$ cat config.mk
export PLATFORM = sky130hd
export DESIGN_NAME = epu_pingpong_buf_flat
export DESIGN_NICKNAME = d
export VERILOG_FILES = /design/src/rtl/epu_pingpong_buf_if.sv /design/src/rtl/epu_pingpong_buf.sv /design/src/flat_wrapper.sv
export SDC_FILE = /design/constraint.sdc
export NUM_CORES = 1
export LEC_CHECK = 0
export BUFFER_PORTS_ARGS = -buffer_cell sky130_fd_sc_hd__buf_4
export CORE_AREA = 2 2 140 142
export CTS_CLUSTER_SIZE = 40
export DETAILED_ROUTE_END_ITERATION = 16
export DIE_AREA = 0 0 142 144
export MAX_ROUTING_LAYER = met4
export SETUP_SLACK_MARGIN = 0.3
export SYNTH_ARGS = -nofsm -noshare
export SYNTH_HDL_FRONTEND = slang
export SYNTH_SLANG_ARGS = --single-unit
$ cat constraint.sdc
create_clock -name clk -period 2.4 [get_ports clk]
set_input_delay 0.24 -clock clk [delete_from_list [all_inputs] [get_ports clk]]
set_output_delay 0.24 -clock clk [all_outputs]
set_load 0.1 [all_outputs]
$ cat src/rtl/epu_pingpong_buf_if.sv
// Bus-side port bundle between the EPU slave wrapper and the ping-pong buffer.
// The wrapper drives requests through the master modport; read return comes back on rvalid_o/rdata_o.
interface epu_pingpong_buf_if #(
    parameter int ADDR_W = 14,
    parameter int DATA_W = 32
) ();
    logic                  enb_i;
    logic                  cs_i;
    logic                  oe_i;
    logic [DATA_W/8-1:0]   we_i;
    logic [ADDR_W-1:0]     addr_i;
    logic [DATA_W-1:0]     wdata_i;
    logic                  rvalid_o;
    logic [DATA_W-1:0]     rdata_o;

    modport master (
        output enb_i, cs_i, oe_i, we_i, addr_i, wdata_i,
        input  rvalid_o, rdata_o
    );

    modport slave (
        input  enb_i, cs_i, oe_i, we_i, addr_i, wdata_i,
        output rvalid_o, rdata_o
    );
endinterface

$ cat src/rtl/epu_pingpong_buf.sv
// Two-bank ping-pong SRAM steering between the EPU bus and the conv engine.
// A mode change is deferred until a fully idle cycle so no access or read return is split across the swap.
module epu_pingpong_buf #(
    parameter int ADDR_W = 14,
    parameter int DATA_W = 32
) (
    input  logic                  clk,
    input  logic                  rst,
    epu_pingpong_buf_if.slave     bus,
    input  logic                  mode_i,
    input  logic                  conv_cs_i,
    input  logic                  conv_oe_i,
    input  logic [DATA_W/8-1:0]   conv_we_i,
    input  logic [ADDR_W-1:0]     conv_addr_i,
    input  logic [DATA_W-1:0]     conv_wdata_i,
    output logic                  conv_rvalid_o,
    output logic [DATA_W-1:0]     conv_rdata_o,
    output logic                  b0_cs_o,
    output logic                  b0_oe_o,
    output logic [DATA_W/8-1:0]   b0_web_o,
    output logic [ADDR_W-1:0]     b0_addr_o,
    output logic [DATA_W-1:0]     b0_di_o,
    input  logic [DATA_W-1:0]     b0_do_i,
    output logic                  b1_cs_o,
    output logic                  b1_oe_o,
    output logic [DATA_W/8-1:0]   b1_web_o,
    output logic [ADDR_W-1:0]     b1_addr_o,
    output logic [DATA_W-1:0]     b1_di_o,
    input  logic [DATA_W-1:0]     b1_do_i,
    output logic                  mode_o,
    output logic                  swap_pend_o,
    output logic [15:0]           wr_cnt_o
);
    localparam int STRB_W = DATA_W / 8;

    localparam logic [0:0] ST_NORM = 1'b0;
    localparam logic [0:0] ST_PEND = 1'b1;

    typedef struct packed {
        logic              cs;
        logic              oe;
        logic [STRB_W-1:0] web;
        logic [ADDR_W-1:0] addr;
        logic [DATA_W-1:0] di;
    } bank_port_t;

    logic        bus_acc, bus_wr, bus_rd;
    logic        conv_wr, conv_rd;
    logic        idle, swap;
    bank_port_t  bus_port, conv_port, bank0, bank1;

    logic [0:0]  state_q, state_d;
    logic        mode_q, mode_d;
    logic        rvalid_q, rvalid_d;
    logic        rsel_q, rsel_d;
    logic        conv_rvalid_q, conv_rvalid_d;
    logic        conv_rsel_q, conv_rsel_d;
    logic [15:0] wr_cnt_q, wr_cnt_d;

    // Write wins over read when both strobes and oe are present.
    always_comb begin
        bus_acc = bus.enb_i & bus.cs_i;
        bus_wr  = bus_acc & (|bus.we_i);
        bus_rd  = bus_acc & bus.oe_i & ~(|bus.we_i);
        conv_wr = conv_cs_i & (|conv_we_i);
        conv_rd = conv_cs_i & conv_oe_i & ~(|conv_we_i);
    end

    // NOTE: every field gets a default before the conditional overrides, so no latch can be inferred.
    always_comb begin
        bus_port      = '0;
        bus_port.web  = '1;
        conv_port     = '0;
        conv_port.web = '1;
        if (bus_acc) begin
            bus_port.cs   = 1'b1;
            bus_port.oe   = bus_rd;
            bus_port.web  = bus_wr ? ~bus.we_i : '1;
            bus_port.addr = bus.addr_i;
            bus_port.di   = bus.wdata_i;
        end
        if (conv_cs_i) begin
            conv_port.cs   = 1'b1;
            conv_port.oe   = conv_rd;
            conv_port.web  = conv_wr ? ~conv_we_i : '1;
            conv_port.addr = conv_addr_i;
            conv_port.di   = conv_wdata_i;
        end
    end

    // Bank strobes are gated by reset combinationally so the SRAMs see nothing while rst is low.
    always_comb begin
        bank0     = '0;
        bank0.web = '1;
        bank1     = '0;
        bank1.web = '1;
        if (rst) begin
            if (mode_q) begin
                bank0 = conv_port;
                bank1 = bus_port;
            end else begin
                bank0 = bus_port;
                bank1 = conv_port;
            end
        end
    end

    assign b0_cs_o   = bank0.cs;
    assign b0_oe_o   = bank0.oe;
    assign b0_web_o  = bank0.web;
    assign b0_addr_o = bank0.addr;
    assign b0_di_o   = bank0.di;
    assign b1_cs_o   = bank1.cs;
    assign b1_oe_o   = bank1.oe;
    assign b1_web_o  = bank1.web;
    assign b1_addr_o = bank1.addr;
    assign b1_di_o   = bank1.di;

    // The swap may only happen in a cycle with no traffic and no read data in flight on either side.
    always_comb begin
        idle    = ~bus_acc & ~conv_cs_i & ~rvalid_q & ~conv_rvalid_q;
        swap    = 1'b0;
        state_d = state_q;
        case (state_q)
            ST_NORM: if (mode_i != mode_q) state_d = ST_PEND;
            ST_PEND: begin
                if (mode_i == mode_q) begin
                    state_d = ST_NORM;
                end else if (idle) begin
                    state_d = ST_NORM;
                    swap    = 1'b1;
                end
            end
            default: state_d = ST_NORM;
        endcase
        mode_d = mode_q ^ swap;
    end

    always_comb begin
        rvalid_d      = bus_rd;
        rsel_d        = mode_q;
        conv_rvalid_d = conv_rd;
        conv_rsel_d   = ~mode_q;
        wr_cnt_d      = wr_cnt_q;
        if (swap) begin
            wr_cnt_d = '0;
        end else if (bus_wr && (wr_cnt_q != 16'hFFFF)) begin
            wr_cnt_d = wr_cnt_q + 16'd1;
        end
    end

    // NOTE: state flops use non-blocking assignment and an asynchronous active-low clear; the SRAM banks themselves are external and never reset.
    always_ff @(posedge clk or negedge rst) begin
        if (!rst) begin
            state_q       <= ST_NORM;
            mode_q        <= 1'b0;
            rvalid_q      <= 1'b0;
            rsel_q        <= 1'b0;
            conv_rvalid_q <= 1'b0;
            conv_rsel_q   <= 1'b0;
            wr_cnt_q      <= '0;
        end else begin
            state_q       <= state_d;
            mode_q        <= mode_d;
            rvalid_q      <= rvalid_d;
            rsel_q        <= rsel_d;
            conv_rvalid_q <= conv_rvalid_d;
            conv_rsel_q   <= conv_rsel_d;
            wr_cnt_q      <= wr_cnt_d;
        end
    end

    // Return data comes from the bank latched at issue, and is held at zero when not valid.
    always_comb begin
        bus.rvalid_o  = rvalid_q;
        bus.rdata_o   = '0;
        conv_rvalid_o = conv_rvalid_q;
        conv_rdata_o  = '0;
        if (rvalid_q)      bus.rdata_o  = rsel_q ? b1_do_i : b0_do_i;
        if (conv_rvalid_q) conv_rdata_o = conv_rsel_q ? b1_do_i : b0_do_i;
    end

    assign mode_o      = mode_q;
    assign swap_pend_o = (state_q == ST_PEND);
    assign wr_cnt_o    = wr_cnt_q;
endmodule

$ cat src/flat_wrapper.sv
// flat-port wrapper written by rule: the top's interface ports become plain ports
module epu_pingpong_buf_flat 
#(
    parameter int ADDR_W = 14,
    parameter int DATA_W = 32
)
  (clk, rst, mode_i, conv_cs_i, conv_oe_i, conv_we_i, conv_addr_i, conv_wdata_i, conv_rvalid_o, conv_rdata_o, b0_cs_o, b0_oe_o, b0_web_o, b0_addr_o, b0_di_o, b0_do_i, b1_cs_o, b1_oe_o, b1_web_o, b1_addr_o, b1_di_o, b1_do_i, mode_o, swap_pend_o, wr_cnt_o, bus_enb_i, bus_cs_i, bus_oe_i, bus_we_i, bus_addr_i, bus_wdata_i, bus_rvalid_o, bus_rdata_o);
  epu_pingpong_buf_if #(.ADDR_W(ADDR_W), .DATA_W(DATA_W)) bus_i ();
  input  logic clk;
  input  logic rst;
  input  logic mode_i;
  input  logic conv_cs_i;
  input  logic conv_oe_i;
  input  logic [DATA_W/8-1:0] conv_we_i;
  input  logic [ADDR_W-1:0] conv_addr_i;
  input  logic [DATA_W-1:0] conv_wdata_i;
  output logic conv_rvalid_o;
  output logic [DATA_W-1:0] conv_rdata_o;
  output logic b0_cs_o;
  output logic b0_oe_o;
  output logic [DATA_W/8-1:0] b0_web_o;
  output logic [ADDR_W-1:0] b0_addr_o;
  output logic [DATA_W-1:0] b0_di_o;
  input  logic [DATA_W-1:0] b0_do_i;
  output logic b1_cs_o;
  output logic b1_oe_o;
  output logic [DATA_W/8-1:0] b1_web_o;
  output logic [ADDR_W-1:0] b1_addr_o;
  output logic [DATA_W-1:0] b1_di_o;
  input  logic [DATA_W-1:0] b1_do_i;
  output logic mode_o;
  output logic swap_pend_o;
  output logic [15:0] wr_cnt_o;
  input wire logic [$bits(bus_i.enb_i)-1:0] bus_enb_i;
  input wire logic [$bits(bus_i.cs_i)-1:0] bus_cs_i;
  input wire logic [$bits(bus_i.oe_i)-1:0] bus_oe_i;
  input wire logic [$bits(bus_i.we_i)-1:0] bus_we_i;
  input wire logic [$bits(bus_i.addr_i)-1:0] bus_addr_i;
  input wire logic [$bits(bus_i.wdata_i)-1:0] bus_wdata_i;
  output wire logic [$bits(bus_i.rvalid_o)-1:0] bus_rvalid_o;
  output wire logic [$bits(bus_i.rdata_o)-1:0] bus_rdata_o;
  assign bus_i.enb_i = bus_enb_i;
  assign bus_i.cs_i = bus_cs_i;
  assign bus_i.oe_i = bus_oe_i;
  assign bus_i.we_i = bus_we_i;
  assign bus_i.addr_i = bus_addr_i;
  assign bus_i.wdata_i = bus_wdata_i;
  assign bus_rvalid_o = bus_i.rvalid_o;
  assign bus_rdata_o = bus_i.rdata_o;
  epu_pingpong_buf #(.ADDR_W(ADDR_W), .DATA_W(DATA_W)) u_core (.clk(clk), .rst(rst), .bus(bus_i), .mode_i(mode_i), .conv_cs_i(conv_cs_i), .conv_oe_i(conv_oe_i), .conv_we_i(conv_we_i), .conv_addr_i(conv_addr_i), .conv_wdata_i(conv_wdata_i), .conv_rvalid_o(conv_rvalid_o), .conv_rdata_o(conv_rdata_o), .b0_cs_o(b0_cs_o), .b0_oe_o(b0_oe_o), .b0_web_o(b0_web_o), .b0_addr_o(b0_addr_o), .b0_di_o(b0_di_o), .b0_do_i(b0_do_i), .b1_cs_o(b1_cs_o), .b1_oe_o(b1_oe_o), .b1_web_o(b1_web_o), .b1_addr_o(b1_addr_o), .b1_di_o(b1_di_o), .b1_do_i(b1_do_i), .mode_o(mode_o), .swap_pend_o(swap_pend_o), .wr_cnt_o(wr_cnt_o));
endmodule
==> After elaboration in Yosys (flattened, before gate mapping) <==
Index checks and enable logic that the tools add are counted.
Widths: inputs -> output; s select.
{ "op_classes": {"n_addsub": 1, "n_eq_ne": 3, "muxes": 21, "n_bitwise": 21, "reduce_logical": 4} }
{ "ops": {"columns": ["operator", "n"], "rows": [
  ["$mux 52", 6],
  ["$mux 32", 4],
  ["$mux 16", 2],
  ["$add 16x1->16 const B", 1],
  ["$ne 16x16->1 const B", 1],
  ["$and 1x1->1", 10],
  ["$mux 4", 2],
  ["$not 1->1", 8],
  ["$not 4->4", 2],
  ["$reduce_or 4->1", 2],
  ["$mux 1", 6],
  ["$pmux 1 s2", 1],
  ["$reduce_bool 2->1", 1],
  ["$eq 1x1->1", 1],
  ["$logic_and 1x1->1", 1],
  ["$ne 1x1->1", 1],
  ["$xor 1x1->1", 1]
]} }
{ "word_totals": {"ff_bits": 22, "output_inout_bits": 188, "elab_cells": 57} }

==> Depth between registers and ports, before layout <==
Gate-level depths: netlist of run 1.
{ "logic_depth": {"ltp_word": 9, "ltp_mapped": 7, "mapped_depth_nobuf": 5} }

==> Worst setup path before layout of run 1 <==
Ideal clock, no wire load.
{ "synth_path": {"path_type": "flip-flop to output port", "from": "register u_core.mode_q, in the netlist u_core.mode_o", "to": "output b1_oe_o", "t_arrival_ps": 2980, "required_time_ps": 2160, "slack_ps": -820, "path_stages_with_launch": 6, "path_buffers": 2, "cell_sequence": "dfrtp_1 > clkbuf_1 > inv_1 > clkbuf_1 > mux2i_1 > nor2b_1"} }
{ "synth_via": {"elab_chain_cells": 2} }
{ "synth_rtl": {"columns": ["item", "line", "rtl"], "rows": [
  ["start, declared", "epu_pingpong_buf.sv:53", "logic mode_q, mode_d;"],
  ["start signal, assigned", "epu_pingpong_buf.sv:164", "mode_q <= mode_d;"],
  ["$mux 52", "epu_pingpong_buf.sv:98", "if (mode_q) begin"],
  ["$mux 52", "epu_pingpong_buf.sv:97", "if (rst) begin"],
  ["end, declared", "flat_wrapper.sv:26", "output logic b1_oe_o;"]
]} }
Every way passes these cells.

==> Final worst setup path of run 1 <==
{ "layout_path": {"from": "register u_core.mode_q, in the netlist u_core.mode_o", "to": "output b0_di_o[23]"} }
{ "layout_via": {"elab_chain_cells": 2} }
{ "layout_rtl": {"columns": ["item", "line", "rtl"], "rows": [
  ["$mux 52", "epu_pingpong_buf.sv:98", null],
  ["$mux 52", "epu_pingpong_buf.sv:97", null],
  ["end, declared", "flat_wrapper.sv:23", "output logic [DATA_W-1:0] b0_di_o;"]
]} }
Every way passes these cells.

==> results.md, run 1 <==
* Status: complete, no violations
* Worst reg2reg path startpoint: u_core.mode_o$_DFF_PN0_
* Via density at 4.976
* Largest family of logic cells by synthesized area: simple AND/OR/NAND/NOR gates
* Reg2reg path depth at 5
* Wirelength per Cell at 17.69 um
* Setup WS pre-CTS at 395.2 ps
* XOR/XNOR Fraction of Synth Area at 0.2004%
* I/O pins at 360
* Synth Cell Area at 0.004370 mm^2
* CP Cell Sequence: buf_16 > buf_4 > o21ai_0 > and2_4 > buf_6
* Yosys top cell area share at 16.03%
* Hold path cells at 2
* Post-route ant nets at 0
* Setup slack, reg-to-reg at 440 ps
* Max transition margin at 68.35%
* CTS tree: done
* # diodes at 0
* Adder-cell share of the synthesized area at 0.2863%
* Final hold violation count at 0
* H-tree levels at 1
* Clk pwr share at 6.1%
* Post-Synthesis Cells at 671
* Mean Syn Cell Area at 6.513 um^2
* Leak at 3.980 nW
* Seq/Total Area, Yosys at 12.60%
* RSZ-0062 raised after global routing: true
* Clk Latency, worst-skew pair at 260 ps
* Max Fclk at 483.1 MHz
* Area of the core at 0.01908 mm^2
* Antenna violations before repair at 0
* R2r endpoint: u_core.wr_cnt_o[15]$_DFFE_PN0P_
* Combinational power share at 82.2%
* DR vias at 6,126
* Internal power at 2.549 mW
* Crit end category: output port
* Vias in the first global route at 5,714
* Port buffer count at 359
* Die Y at 144 um
* Final Max Slew Viols at 0
* FFs w/ async S/R, synth at 100.0%
* Dpl hpwl at 16.20 mm
* Share of cells above drive strength 1 at 59.62%
* #FFs+latches synth at 22
* Gp weighted congestion at 0.8100
* Synth Area in Simple Gates at 48.73%
* Sw frac at 60.96%
* Yosys warns at 0
* Starting DRT DRC Count at 261
* Synth cell count leaders: nand3_1 (104), o21ai_0 (101), and2_1 (100)
* Final worst slack at 330.1 ps
* Initial core utilization at 22.91%
* Fill cells at 1,948
* Hold worst-path end: u_core.mode_o$_DFF_PN0_
* Max clock buf depth at 2
* Rows at 51
* Tcrit/Tclk final at 86.25%
* Top FF cell, synth: dfrtp_1
* Setup violators final at 0
* Critical Path Fanout Max at 35
* Worst path required time at 2160 ps
* Num Clock Sinks at 22
* Power per Cell Area at 779.9 mW/mm^2
* Synth area leader: mux2i_1
* Min-delay src: mode_i
* Hold Crit Class: in -> reg
* Die Width at 142 um
* Worst slew pin tran at 474.7 ps
* Mux contribution to synthesized area at 16.29%
* # DRC at 0
* Total routed wirelength at 21.78 mm
* CP max-delay cell: dfrtp_4
* Startpoint types: register
* Maxcap violations at 0
* Largest net degree at the start of global routing at 54
* Total gr overflow at 0
* Compound-Gate Fraction of Synth Area at 15.40%
* Area Overhead vs Synth at 91.55%
* Top-count cell post-synth: nand3_1
* Post-synth EDFFs at 0
* Synth area leaders: mux2i_1 (16%), and2_1 (14%), dfrtp_1 (13%)
* Period minus WS final at 2070 ps
* Syn nets at 844
* CTS buffer count at 3
* Die Area at 0.02045 mm^2
* Peak supply drop at 337.1 uV
* Worst Path Arrival at 1830 ps
* Yosys cell types at 37
* Root buffer cell: clkbuf_16
* Net Sw Power at 3.980 mW
* All-Layer GR Usage at 19.36%
* Critical Path Max Stage Delay at 540 ps
* NumNets Final at 1,167
* Clock transition at path regs at 60 ps
* TNS Setup at 0 ps
* Drt pass-1 iters at 5
* Skew final at 1.454 ps
* Critical path class: reg -> out
* Share of total power in sequential cells at 11.7%
* First-pass GRT wire length at 30.97 mm
cell usage in the layout, fill, tap and decap left out, types with 3 or more instances in the layout:
| cell | n |
|---|---|
| buf_4 | 319 |
| nand3_1 | 104 |
| o21ai_0 | 94 |
| and2_4 | 91 |
| mux2i_1 | 70 |
| nor2b_2 | 64 |
| nand2_1 | 60 |
| buf_6 | 54 |
| dfrtp_4 | 14 |
| a221o_1 | 11 |
| nor3_1 | 10 |
| nand2_4 | 8 |
| nand4_1 | 8 |
| buf_12 | 8 |
| dfrtp_2 | 8 |
| o21ai_1 | 7 |
| nor4_1 | 6 |
| and3_1 | 6 |
| and2_1 | 6 |
| clkbuf_16 | 5 |
| and2_2 | 3 |
| nor2b_4 | 3 |
| or4_1 | 3 |
what timing repair did:
item                                    4_1_cts  5_1_grt
setup buffers                                 1        1
hold buffers                                  1        0
pin swaps                                     0        0
endpoints found under the hold margin        11        0
endpoints found under the setup margin       61       85
cloned                                        1        2
resized for setup                            13       50
final cells by class:
type,count,area (um^2),area share [%]
inverter,2,12.51,0.1495
timing repair buffer,388,3326,39.73
tap,238,297.8,3.557
clock buffer,4,88.84,1.061
sequential,22,613.1,7.323
multi-input combinational,577,4034,48.18
per-stage QoR:
stage               utilization, %  hold WS (ps)  instance area [um^2]  total power, mW  std cells
detailed placement           41.64         133.2                  7945            5.745       1221
floorplan                        -        -55.59                  4950            4.547        671
global route                 43.88         250.9                  8372            6.838       1231
finish                       43.88         241.2                  8372            6.529       1231
CTS                          42.60         244.5                  8128            6.315       1228
global placement             41.64         142.0                  7945            5.736       1221
metal layers:
layer  vias to the layer above  wire length [um]  GRT usage [%]
li1                       2985                 -              -
met1                      2846              8569          22.49
met2                       263             11040          34.48
met3                        32              1718          3.808
met4                         0               450          4.579
met5                         -                 0              -
power groups by stage:
stage	clock, mW	combinational [mW]	sequential, mW
5_1_grt	0.413	5.63	0.792
6_report	0.398	5.37	0.764
4_1_cts	0.400	5.13	0.782
3_3_place_gp	0	4.94	0.794
2_1_floorplan	0	3.48	1.07
3_5_place_dp	0	4.95	0.793
logic make-up (layout without fill, tap and decap cells):
| logic type | after synthesis | in the layout |
|---|---|---|
| buffers and inverters | 72 | 394 |
| XOR/XNOR | 1 | 1 |
| flip-flops | 22 | 22 |
| AND/OR/NAND/NOR | 385 | 385 |
| AO/OA/AOI/OAI | 119 | 119 |
| adder cells (fa/ha/maj) | 1 | 1 |
| multiplexers | 71 | 71 |
worst max-delay path by stage:
stage / endpoint / slack, ps / startpoint / cells past startpoint
6_report: b0_di_o[23] / 330 / u_core.mode_o$_DFF_PN0_ / 5
3_5_place_dp: u_core.wr_cnt_o[7]$_DFFE_PN0P_ / 400 / bus_we_i[1] / 7
5_1_grt: b0_di_o[23] / 240 / u_core.mode_o$_DFF_PN0_ / 5
4_1_cts: b1_di_o[29] / 290 / u_core.mode_o$_DFF_PN0_ / 6
3_3_place_gp: u_core.wr_cnt_o[3]$_DFFE_PN0P_ / 350 / bus_we_i[1] / 7
2_1_floorplan: bus_rdata_o[10] / 210 / u_core.rsel_q$_DFF_PN0_ / 4
worst max-delay path, delay by kind of cell, from the launching register on:
kind	cells	cell delay, ps
buf+inv	3	610
simple gates	1	180
compound gates	1	200
flops	1	540
state kept, by name, indices dropped and copies added, names as in the netlist:
| signal | flops |
|---|---|
| u_core.bus.rvalid_o | 1 |
| u_core.conv_rsel_q | 1 |
| u_core.conv_rvalid_o | 1 |
| u_core.mode_o | 1 |
| u_core.rsel_q | 1 |
| u_core.swap_pend_o | 1 |
| u_core.wr_cnt_o | 16 |
(Power assumes the default switching activity.)
==> inputs of run 2 (changes only) <==
--- a/config.mk
+++ b/config.mk
@@ -6,7 +6,7 @@
 export NUM_CORES = 1
 export LEC_CHECK = 0
 export BUFFER_PORTS_ARGS = -buffer_cell sky130_fd_sc_hd__buf_4
-export CORE_AREA = 2 2 140 142
+export CORE_AREA = 4 4 138 140
 export CTS_CLUSTER_SIZE = 40
 export DETAILED_ROUTE_END_ITERATION = 16
 export DIE_AREA = 0 0 142 144
==> constraint.sdc (replaced) <==
create_clock -name clk -period 2.4 [get_ports clk]
set_input_delay 0.48 -clock clk [delete_from_list [all_inputs] [get_ports clk]]
set_output_delay 0.48 -clock clk [all_outputs]
set_load 0.1 [all_outputs]
==> run 2 against run 1 <==
  * Clock-buffer cell count fell by 1
  * Critical endpoint is now b1_di_o[15]
  * Hold slack improved by 70 ps
  * Largest cell class is now buffers
  * Via count rose by 6.3%
  * Highest routed layer unchanged
  * Clock skew rose by 1.2 ps
  * Die area did not move
  * Clock power rose by 20%
  * Routed wire length rose by 16%
  * Cell area rose by 31%
  * Sequential power fell by 14%
  * Core utilization rose by 18 points
  * Non-clock buffer count rose by 31
  * Flip-flop and latch count did not move
==> results.md, run 2 (synthesis results as in run 1) <==
* Fill cells at 1,453 (was 1,948)
* Peak supply drop at 534.8 uV (was 337.1 uV)
* Power per Cell Area at 786.3 mW/mm^2 (was 779.9 mW/mm^2)
* Design area at 0.01099 mm^2 (was 0.008372 mm^2)
* DR vias at 6,514 (was 6,126)
* Final Max Slew Viols at 0 (unchanged)
* CP dominant cell by count: buf_12
* H-tree levels at 1 (unchanged)
* Hold Crit Class: in -> async (was in -> reg)
* Root buffer cell: clkbuf_16 (unchanged)
* Startpoint types: register (unchanged)
* CTS tree: done (unchanged)
* Largest register FFs at 16 (unchanged)
* Starting DRT DRC Count at 348 (was 261)
* Total routed wirelength at 25.22 mm (was 21.78 mm)
* Skew final at 2.697 ps (was 1.454 ps)
* Sequential Area at 613.1 um^2 (unchanged)
* CTS buffer count at 3 (unchanged)
* Antenna violations before repair at 0 (unchanged)
* Area Overhead vs Synth at 151.5% (was 91.55%)
* Largest net degree at the start of global routing at 49 (was 54)
* # DRC at 0 (unchanged)
* Worst path required time at 1920 ps (was 2160 ps)
* Port buffer count at 359 (unchanged)
* CP max-delay cell: dfrtp_4 (unchanged)
* TNS Setup at 0 ps (unchanged)
* I/O pins at 360 (unchanged)
* Total gr overflow at 0 (unchanged)
* Reg2reg path depth at 5 (unchanged)
* Wirelength per Cell at 20.12 um (was 17.69 um)
* Clk pwr share at 5.5% (was 6.1%)
* Period minus WS final at 2174 ps (was 2070 ps)
* Maxcap violations at 0 (unchanged)
* Rows at 49 (was 51)
* Die Area at 0.02045 mm^2 (unchanged)
* Critical Path Fanout Max at 7 (was 35)
* Sw frac at 55.16% (was 60.96%)
* Vias in the first global route at 6,358 (was 5,714)
* Setup WS pre-CTS at 85.26 ps (was 395.2 ps)
* Area of the core at 0.01784 mm^2 (was 0.01908 mm^2)
* Setup slack, reg-to-reg at 420 ps (was 440 ps)
* Max transition margin at 74.29% (was 68.35%)
* Gp weighted congestion at 0.8464 (was 0.8100)
* Final Non-Filler Cells at 1,253 (was 1,231)
* Placed Area at 0.008443 mm^2 (was 0.007945 mm^2)
* Drt pass-1 iters at 5 (unchanged)
* Max clock buf depth at 2 (unchanged)
* Post-route ant nets at 0 (unchanged)
* Leak at 4.781 nW (was 3.980 nW)
* Share of total power in sequential cells at 7.6% (was 11.7%)
* Share of cells above drive strength 1 at 72.36% (was 59.62%)
* Status: complete, no violations (unchanged)
* Worst slew pin tran at 382.8 ps (was 474.7 ps)
* Max Fclk at 460.1 MHz (was 483.1 MHz)
* CP Cell Sequence: clkinv_8 > buf_12 > clkbuf_16 > nand3_2 > o21ai_1 > and2_4 > buf_12 (was buf_16 > buf_4 > o21ai_0 > and2_4 > buf_6)
* Initial core utilization at 24.50% (was 22.91%)
* Cts-stage hold buffer count at 0 (was 1)
* Tcrit/Tclk final at 90.56% (was 86.25%)
* All-Layer GR Usage at 21.68% (was 19.36%)
* Final worst slack at 226.5 ps (was 330.1 ps)
* Combinational power share at 86.9% (was 82.2%)
* RSZ-0062 raised after global routing: true (unchanged)
* Dpl hpwl at 16.65 mm (was 16.20 mm)
* Die Width at 142 um (unchanged)
* Most common cell after layout, fill and taps aside: buf_4 (unchanged)
* First-pass GRT wire length at 35.00 mm (was 30.97 mm)
* Critical Path Max Stage Delay at 540 ps (about the same)
* Internal power at 3.876 mW (was 2.549 mW)
* Net Sw Power at 4.767 mW (was 3.980 mW)
* Clk Latency, worst-skew pair at 260 ps (about the same)
* Worst Path Arrival at 1690 ps (was 1830 ps)
* Commonest non-fill, non-tap cells in the layout: buf_4 (271), buf_12 (111), and2_4 (94) (was buf_4 (319), nand3_1 (104), o21ai_0 (94))
* Total power at 8.643 mW (was 6.529 mW)
* Critical path class: reg -> out (unchanged)
* Clock transition at path regs at 60 ps (about the same)
* Num Clock Sinks at 22 (unchanged)
* Final hold violation count at 0 (unchanged)
* Crit end category: output port (unchanged)
* # diodes at 0 (unchanged)
* Area of the multi-input gates at 0.004950 mm^2 (was 0.004034 mm^2)
* Setup violators final at 0 (unchanged)
* Cell count after placement at 1,216 (was 1,221)
* NumNets Final at 1,198 (was 1,167)
* Via density at 5.199 (was 4.976)
* Die Y at 144 um (unchanged)
run 2: changes by cell type in the layout (fill, tap and decap cells not counted), moves of 8 or more:
cell	previous run	this run
nand3_1	104	78
buf_6	54	12
o21ai_0	94	1
o21ai_1	7	39
buf_12	8	111
buf_16	2	12
o21ai_2	0	57
buf_4	319	271
nor2b_4	3	67
clkbuf_16	5	13
nor2b_2	64	0
nand2_1	60	37
nand3_2	1	24
nand2_2	0	14
run 2: path summary, 6_finish.rpt:
path | startpoint | end
worst max-delay path | u_core.mode_o$_DFF_PN0_ | b1_di_o[15]
worst min-delay path | rst | u_core.wr_cnt_o[6]$_DFFE_PN0P_
worst max register to register | u_core.mode_o$_DFF_PN0_ | u_core.wr_cnt_o[6]$_DFFE_PN0P_
worst min register to register | u_core.wr_cnt_o[15]$_DFFE_PN0P_ | u_core.wr_cnt_o[15]$_DFFE_PN0P_
max in group asynchronous | rst | u_core.wr_cnt_o[1]$_DFFE_PN0P_
min in group clk | mode_i | u_core.mode_o$_DFF_PN0_
run 2: layout make-up:
| class | count | area share [%] |
|---|---|---|
| Timing Repair Buffer | 419 | 45.65 |
| Inverter | 2 | 0.1821 |
| Clock buffer | 3 | 0.6830 |
| Sequential cell | 22 | 5.578 |
| Clock inverter | 1 | 0.2732 |
| Tap cell | 229 | 2.607 |
| Multi-Input combinational cell | 577 | 45.03 |
run 2: critical path: cells and delay by family, from the launching register on:
family	cells	cell delay, ps
AND/OR/NAND/NOR	2	240
buffers and inverters	4	560
AO/OA/AOI/OAI	1	90
flip-flops	1	540
run 2: power groups by stage:
stage | registers, mW | logic, mW | clock network (mW)
6_report | 0.655 | 7.51 | 0.476
5_1_grt | 0.676 | 7.79 | 0.499
4_1_cts | 0.656 | 6.70 | 0.484
3_5_place_dp | 0.741 | 5.26 | 0
3_3_place_gp | 0.739 | 5.25 | 0
2_1_floorplan | 1.07 | 3.92 | 0
run 2: metal layers:
layer	track usage [%]	vias up	wire, um
met2	38.11	297	13200
met1	25.33	3108	9302
met3	3.902	44	1950
met4	6.263	0	762
li1	-	3065	-
met5	-	-	0
run 2: what timing repair did:
item / CTS / global route
endpoints found under the setup margin: 148 / 130
buffers inserted: 9 / 3
pin swaps: 3 / 55
gates cloned: 9 / 12
resized for setup: 325 / 170
run 2: through the flow:
| step | util (%) | hold WS (ps) |
|---|---|---|
| floorplan | - | 184.4 |
| global placement | 47.32 | 552.0 |
| detailed placement | 47.32 | 552.1 |
| CTS | 56.77 | 318.3 |
| global route | 61.61 | 336.5 |
| finish | 61.61 | 311.6 |
